**src/rtl/spi_xfer_ctrl.sv**
```systemverilog
// SPI master transfer sequencer.
// Takes the decoded mode/baud fields and a TX byte from the register block,
// then runs one frame: SS_n low, a lead-in half period, 2*DATA_WIDTH SCK
// edges spaced one half period apart, a trailing half period, and a one-cycle
// DONE state that raises done_out/spif_out and publishes the received byte.
// start_in while a frame is in flight raises the sticky write-collision flag.
// Dropping spe_in mid-frame aborts back to idle with no completion.
module spi_xfer_ctrl #(
  parameter int DATA_WIDTH = 8,
  parameter int DIV_WIDTH  = 11
) (
  input  logic                  apb_clk_in,
  input  logic                  apb_rst_in,
  input  logic                  spe_in,
  input  logic                  cpol_in,
  input  logic                  cpha_in,
  input  logic                  lsbfe_in,
  input  logic [2:0]            sppr_in,
  input  logic [2:0]            spr_in,
  input  logic                  start_in,
  input  logic [DATA_WIDTH-1:0] tx_data_in,
  input  logic                  clr_flags_in,
  input  logic                  miso_in,
  output logic                  sck_out,
  output logic                  mosi_out,
  output logic                  ss_n_out,
  output logic                  busy_out,
  output logic [DATA_WIDTH-1:0] rx_data_out,
  output logic                  done_out,
  output logic                  spif_out,
  output logic                  wcol_out
);

  // One SCK edge per half period; a frame has two edges per bit.
  localparam int EDGES  = 2 * DATA_WIDTH;
  localparam int EDGE_W = $clog2(EDGES + 1);

  typedef enum logic [2:0] {
    ST_IDLE,
    ST_LEAD,
    ST_SHIFT,
    ST_TRAIL,
    ST_DONE
  } state_t;

  state_t                state;
  logic [DIV_WIDTH-1:0]  div_cnt;       // cycles elapsed in the current half period
  logic [DIV_WIDTH-1:0]  half_last_q;   // H-1, frozen at frame start
  logic [EDGE_W-1:0]     edge_cnt;      // SCK edges already produced this frame
  logic                  cpol_q;
  logic                  cpha_q;
  logic                  lsbfe_q;
  logic                  sck_q;
  logic                  mosi_q;
  logic                  ss_n_q;
  logic                  busy_q;
  logic                  done_q;
  logic                  spif_q;
  logic                  wcol_q;
  logic [DATA_WIDTH-1:0] tx_sr;
  logic [DATA_WIDTH-1:0] rx_sr;
  logic [DATA_WIDTH-1:0] rx_data_q;

  // Baud decode: H = (sppr+1) << spr, kept as H-1 so the divider compares directly.
  logic [DIV_WIDTH-1:0] half_cycles;
  logic [DIV_WIDTH-1:0] half_last;
  assign half_cycles = (DIV_WIDTH'({1'b0, sppr_in}) + DIV_WIDTH'(1)) << spr_in;
  assign half_last   = half_cycles - DIV_WIDTH'(1);

  // First bit on the wire and the shift register left behind once it is sent.
  logic                  start_bit;
  logic [DATA_WIDTH-1:0] start_rest;
  assign start_bit  = lsbfe_in ? tx_data_in[0] : tx_data_in[DATA_WIDTH-1];
  assign start_rest = lsbfe_in ? (tx_data_in >> 1) : (tx_data_in << 1);

  // Next bit to transmit and the matching shifted register, in the latched bit order.
  logic                  tx_bit;
  logic [DATA_WIDTH-1:0] tx_rest;
  logic [DATA_WIDTH-1:0] rx_next;
  assign tx_bit  = lsbfe_q ? tx_sr[0] : tx_sr[DATA_WIDTH-1];
  assign tx_rest = lsbfe_q ? (tx_sr >> 1) : (tx_sr << 1);
  assign rx_next = lsbfe_q ? {miso_in, rx_sr[DATA_WIDTH-1:1]}
                           : {rx_sr[DATA_WIDTH-2:0], miso_in};

  // Edge scheduling. Odd edge numbers are leading, even ones trailing.
  // With CPHA=0 the first bit goes out on LEAD entry, so only trailing
  // edges 2..EDGES-2 drive; with CPHA=1 every leading edge drives.
  logic              div_hit;
  logic [EDGE_W-1:0] next_edge;
  logic              lead_edge;
  logic              edge_fire;
  logic              do_sample;
  logic              do_drive;
  assign div_hit   = (div_cnt == half_last_q);
  assign next_edge = edge_cnt + EDGE_W'(1);
  assign lead_edge = next_edge[0];
  assign edge_fire = spe_in && div_hit &&
                     ((state == ST_LEAD) ||
                      ((state == ST_SHIFT) && (edge_cnt != EDGE_W'(EDGES))));
  assign do_sample = edge_fire && (lead_edge ^ cpha_q);
  assign do_drive  = edge_fire &&
                     (cpha_q ? lead_edge
                             : (!lead_edge && (next_edge <= EDGE_W'(EDGES - 2))));

  // Frame sequencer: state, divider, SCK/MOSI generation, flags and result byte.
  // NOTE: every register here is assigned with <= so all updates in a clock
  // edge see the pre-edge values, whatever order the statements appear in.
  always_ff @(posedge apb_clk_in) begin
    if (apb_rst_in) begin
      state       <= ST_IDLE;
      div_cnt     <= '0;
      half_last_q <= '0;
      edge_cnt    <= '0;
      cpol_q      <= 1'b0;
      cpha_q      <= 1'b0;
      lsbfe_q     <= 1'b0;
      sck_q       <= 1'b0;
      mosi_q      <= 1'b0;
      ss_n_q      <= 1'b1;
      busy_q      <= 1'b0;
      done_q      <= 1'b0;
      spif_q      <= 1'b0;
      wcol_q      <= 1'b0;
      tx_sr       <= '0;
      rx_sr       <= '0;
      rx_data_q   <= '0;
    end else begin
      done_q <= 1'b0;

      // NOTE: the clear is written before any set below; with non-blocking
      // assignments the later statement wins, so a set in the same cycle
      // takes priority over clr_flags_in.
      if (clr_flags_in) begin
        spif_q <= 1'b0;
        wcol_q <= 1'b0;
      end

      case (state)
        ST_IDLE: begin
          if (start_in && spe_in) begin
            state       <= ST_LEAD;
            busy_q      <= 1'b1;
            ss_n_q      <= 1'b0;
            div_cnt     <= '0;
            edge_cnt    <= '0;
            half_last_q <= half_last;
            cpol_q      <= cpol_in;
            cpha_q      <= cpha_in;
            lsbfe_q     <= lsbfe_in;
            sck_q       <= cpol_in;
            rx_sr       <= '0;
            if (!cpha_in) begin
              mosi_q <= start_bit;
              tx_sr  <= start_rest;
            end else begin
              tx_sr  <= tx_data_in;
            end
          end
        end

        default: begin
          if (!spe_in) begin
            // Abort: drop the frame silently, leave rx_data_out and flags alone.
            state    <= ST_IDLE;
            busy_q   <= 1'b0;
            ss_n_q   <= 1'b1;
            sck_q    <= cpol_q;
            div_cnt  <= '0;
            edge_cnt <= '0;
          end else begin
            if (start_in) begin
              wcol_q <= 1'b1;
            end

            case (state)
              ST_LEAD: begin
                if (div_hit) begin
                  state   <= ST_SHIFT;
                  div_cnt <= '0;
                end else begin
                  div_cnt <= div_cnt + DIV_WIDTH'(1);
                end
              end

              ST_SHIFT: begin
                if (div_hit) begin
                  div_cnt <= '0;
                  if (edge_cnt == EDGE_W'(EDGES)) begin
                    state <= ST_TRAIL;
                  end
                end else begin
                  div_cnt <= div_cnt + DIV_WIDTH'(1);
                end
              end

              ST_TRAIL: begin
                if (div_hit) begin
                  state     <= ST_DONE;
                  div_cnt   <= '0;
                  edge_cnt  <= '0;
                  ss_n_q    <= 1'b1;
                  done_q    <= 1'b1;
                  spif_q    <= 1'b1;
                  rx_data_q <= rx_sr;
                end else begin
                  div_cnt <= div_cnt + DIV_WIDTH'(1);
                end
              end

              ST_DONE: begin
                state  <= ST_IDLE;
                busy_q <= 1'b0;
              end

              default: begin
                state <= ST_IDLE;
              end
            endcase
          end
        end
      endcase

      // SCK edge actions, shared by the LEAD->SHIFT transition and SHIFT itself.
      if (edge_fire) begin
        sck_q    <= ~sck_q;
        edge_cnt <= next_edge;
        if (do_sample) begin
          rx_sr <= rx_next;
        end
        if (do_drive) begin
          mosi_q <= tx_bit;
          tx_sr  <= tx_rest;
        end
      end
    end
  end

  // While idle, SCK follows the live CPOL field so the bus idles at the right level.
  assign sck_out     = busy_q ? sck_q : cpol_in;
  assign mosi_out    = mosi_q;
  assign ss_n_out    = ss_n_q;
  assign busy_out    = busy_q;
  assign rx_data_out = rx_data_q;
  assign done_out    = done_q;
  assign spif_out    = spif_q;
  assign wcol_out    = wcol_q;

endmodule

```
**config.mk**
```make
export PLATFORM = sky130hd
export DESIGN_NAME = spi_xfer_ctrl
export DESIGN_NICKNAME = d
export VERILOG_FILES = /design/src/rtl/spi_xfer_ctrl.sv
export SDC_FILE = /design/constraint.sdc
export NUM_CORES = 1
export LEC_CHECK = 0
export CAP_MARGIN = 20
export CORE_UTILIZATION = 30
export DETAILED_ROUTE_END_ITERATION = 6
export PLACE_DENSITY = 0.53
export SKIP_LAST_GASP = 1
export SYNTH_ARGS = -nofsm -noshare
export SYNTH_HDL_FRONTEND = slang
export SYNTH_SLANG_ARGS = --single-unit
```
**constraint.sdc**
```tcl
create_clock -name apb_clk_in -period 2 [get_ports apb_clk_in]
set_input_delay 0.2 -clock apb_clk_in [delete_from_list [all_inputs] [get_ports apb_clk_in]]
set_output_delay 0.2 -clock apb_clk_in [all_outputs]
set_load 0.02 [all_outputs]
```
==> metrics.csv <==
stage,metric,value,unit
sta,final hold viol count,0,
setup_path,Critical Path AT,2330,ps
global_route,first-pass GRT wire length,16.39,mm
power_and_ir_drop,Pwr Total,4.462,mW
synthesis,syn_area_per_cell,8.165,um^2
sta,skew final,5.116,ps
power_and_ir_drop,Seq pwr share,0.332,
route,total vias in the final route,3645,
power_and_ir_drop,Internal Power,3.034,mW
sta,Max Clk Rate,0.4803,GHz
clock_network,CTS Buf Count,9,
clock_network,CTS H-tree lvls,3,
route,DRT Pass-1 Iters,4,
route,Antenna Nets Post-Route,0,
clock_network,"Reg clk slew, reported paths",60,ps
hold_path,Worst Hold Path EP,busy_out$_SDFFE_PP0P_,
sta,RSZ-0062 raised after global routing,yes,
floorplanning,IO Pins,38,
power_and_ir_drop,Leak,2.079,nW
sta,relative slew slack,0.6687,
route,detailed router's first-iteration violation count,202,
final_layout,Diodes inserted,0,
sta,Slew Limit Fails,0,
global_route,vias in the first global route,3468,
synthesis,Netlist Area Pre-Place,3837,um^2
global_route,GRT Total Usage,0.1562,
synthesis,Post-synth ARST share,0,
floorplanning,Initial Util,0.3130,
floorplanning,core box area,12260,um^2
clock_network,CTS root buffer,clkbuf_16,
power_and_ir_drop,worst ir drop on vdd,0.5003,mV
setup_path,Crit Path Category,flip-flop to flip-flop,
placed_design,pre-CTS setup slack,-502.5,ps
floorplanning,die area,13250,um^2
synthesis,Synth Register Bits,64,
clock_network,TritonCTS clock tree,done,
synthesis,Synth Flop Type,dfxtp_1,
clock_network,Worst-Skew Late Latency,330,ps
setup_path,Worst Path Required,2250,ps
global_route,grt ovf,0,
placed_design,Cells after DPL,713,
setup_path,Startpoint Class,flip-flop,
power_and_ir_drop,Pwr Density,835.5,nW/um^2
global_route,largest net degree at the start of global routing,46,
route,Avg WL per Cell,13.25,um
sta,final worst path period share,1.041,
status,violated checks,setup timing,
power_and_ir_drop,clock power share,0.346,
sta,Worst Tran Pin Value,496.9,ps
clock_network,total clock sinks,64,
floorplanning,Die Y,115.1,um
setup_path,worst reg2reg path startpoint,edge_cnt[0]$_SDFFE_PP0P_,
synthesis,Yosys warnings,0,
placed_design,gpl congestion,0.9184,
sta,min setup slack post-route,-81.99,ps
global_route,initial antenna violation count,0,
route,DRC,0,
sta,endpoints failing setup,18,
final_layout,final cell count without fillers,735,
setup_path,Worst R2R Path Depth,8,
setup_path,flop2flop setup slack,-80,ps
synthesis,syn_nets,499,
power_and_ir_drop,switching pwr,1.428,mW
placed_design,Post-DP HPWL,7.011,mm
synthesis,"EDFF count, synth",0,
status,status,"complete, but fails checks",
synthesis,sequential element share of the synthesized area,0.3339,
run,max cap viols,0,
synthesis,Post-Synthesis Cells,470,
final_layout,area grow syn2layout,39.16,%
power_and_ir_drop,Comb pwr share,0.322,
final_layout,fin util,0.4355,
hold_path,hold_sp,apb_rst_in,
hold_path,Hold WC Path Type,input port to flip-flop,
floorplanning,row count,40,
clock_network,clk buf depth,2,
power_and_ir_drop,switch share,0.3200,
setup_path,Worst Setup End Kind,flip-flop,
floorplanning,DIE WIDTH,115.1,um
sta,Final min period,2082,ps
hold_path,cell depth of the worst hold path,2,
setup_path,critical-path maximum fanout,7,
clock_network,hold buffers post-CTS,0,
setup_path,reg-to-reg endpoint,tx_sr[3]$_SDFF_PP0_,
synthesis,synth unique cells,57,
final_layout,share of layout cells above drive strength 1,0.2451,
placed_design,PortBufs,37,
final_layout,fin nets,591,
route,DR vias/cell,4.959,
route,final WL,9.739,mm
-- what timing repair did --
| action | 4_1_cts | 5_1_grt |
|---|---|---|
| pin swaps | 11 | 5 |
| resized for setup | 18 | 15 |
| gates cloned | 1 | 0 |
| buffers inserted | 3 | 2 |
| setup endpoints to repair | 29 | 30 |
-- worst max-delay path by stage --
stage                              from                           end  slack [ps]
2_1_floorplan  edge_cnt[0]$_SDFFE_PP0P_           tx_sr[7]$_SDFF_PP0_         -20
3_3_place_gp                 sppr_in[0]  half_last_q[10]$_SDFFE_PP0P_        -480
3_5_place_dp                 sppr_in[0]  half_last_q[10]$_SDFFE_PP0P_        -500
4_1_cts        edge_cnt[0]$_SDFFE_PP0P_           tx_sr[0]$_SDFF_PP0_         -60
5_1_grt        edge_cnt[0]$_SDFFE_PP0P_           tx_sr[3]$_SDFF_PP0_        -210
6_report       edge_cnt[0]$_SDFFE_PP0P_           tx_sr[3]$_SDFF_PP0_         -80
-- worst max-delay path, cell delays in order, from the launching register on --
cell and delay, ps:
dfxtp_4 360, ha_4 180, xnor2_1 160, or3_4 150, o2111ai_2 130, a2111oi_4 520
buf_4 240, a211oi_2 50, a211oi_2 210
-- cell usage in the layout, fill, tap and decap left out, types with 4 or more instances in the layout --
cell type	n
a211oi_1	16
nor3_1	12
nand2_1	45
o21ai_0	17
and3_1	5
xor2_1	19
mux2i_1	26
inv_1	8
mux2_2	9
a211o_1	4
a211oi_2	6
buf_4	70
nor2_1	63
dfxtp_1	60
xnor2_1	5
nand2b_1	6
a31oi_1	4
clkbuf_16	10
clkdlybuf4s50_1	31
nand3b_1	15
a21oi_1	34
nand3_1	7
-- cells in the mapped netlist (4+ instances only) --
cell type	n	area share
a211o_1	4	0.0091
a211oi_1	21	0.041
a21oi_1	35	0.046
a31oi_1	4	0.0065
and3_1	5	0.0082
buf_2	9	0.012
clkbuf_1	19	0.019
dfxtp_1	64	0.33
ha_1	6	0.020
inv_1	10	0.0098
mux2_2	9	0.026
mux2i_1	26	0.068
nand2_1	46	0.045
nand2b_1	7	0.011
nand3_1	8	0.010
nand3b_1	15	0.029
nor2_1	64	0.063
nor3_1	12	0.016
o21ai_0	19	0.025
xnor2_1	6	0.014
xor2_1	21	0.048
-- cells by family (layout without fill, tap and decap cells) --
kind of cell | after synthesis | after routing | share of synthesized area
buf+inv | 41 | 138 | 0.04597
simple gates | 183 | 183 | 0.2455
mux | 35 | 35 | 0.09423
fa+ha+maj | 6 | 6 | 0.01956
xor+xnor | 27 | 27 | 0.06162
flops | 64 | 64 | 0.3339
compound gates | 114 | 114 | 0.1992
-- area by class of cell --
type,count,area (um^2)
Clock inverter,5,37.54
Sequential cell,64,1289
Clock buffer,11,264.0
Inverter,11,41.29
Fill cell,1217,6922
Timing Repair Buffer,111,963.4
Multi-Input combinational cell,365,2535
Tap cell,168,210.2
-- flip-flops by register name, indices dropped and copies added, names as in the netlist, 3 cells and up --
signal	cells
tx_sr	8
state	3
rx_sr	8
half_last_q	11
rx_data_out	8
edge_cnt	5
div_cnt	11
-- layer usage --
metal  track usage  share of wire
met4       0.05628          0.012
met1        0.2037           0.50
met2        0.2570           0.46
met3       0.02899          0.028
met5             0              0
-- stage by stage --
stage / hold WS (ps) / cell area, um^2 / setup TNS (ps)
4_1_cts: 196.2 / 5256 / -763.4
2_1_floorplan: 336.0 / 3870 / -21.42
5_1_grt: 222.1 / 5340 / -3088
6_report: 198.4 / 5340 / -566.5
3_3_place_gp: 449.9 / 4858 / -5309
3_5_place_dp: 461.1 / 4858 / -5672
-- power by group through the flow --
stage / logic (mW) / registers, mW / clock network, mW
floorplan: 0.853 / 1.50 / 0
global placement: 1.34 / 1.50 / 0
detailed placement: 1.36 / 1.50 / 0
CTS: 1.41 / 1.48 / 1.59
global route: 1.59 / 1.50 / 1.63
finish: 1.44 / 1.48 / 1.54
(Power assumes the default switching activity.)
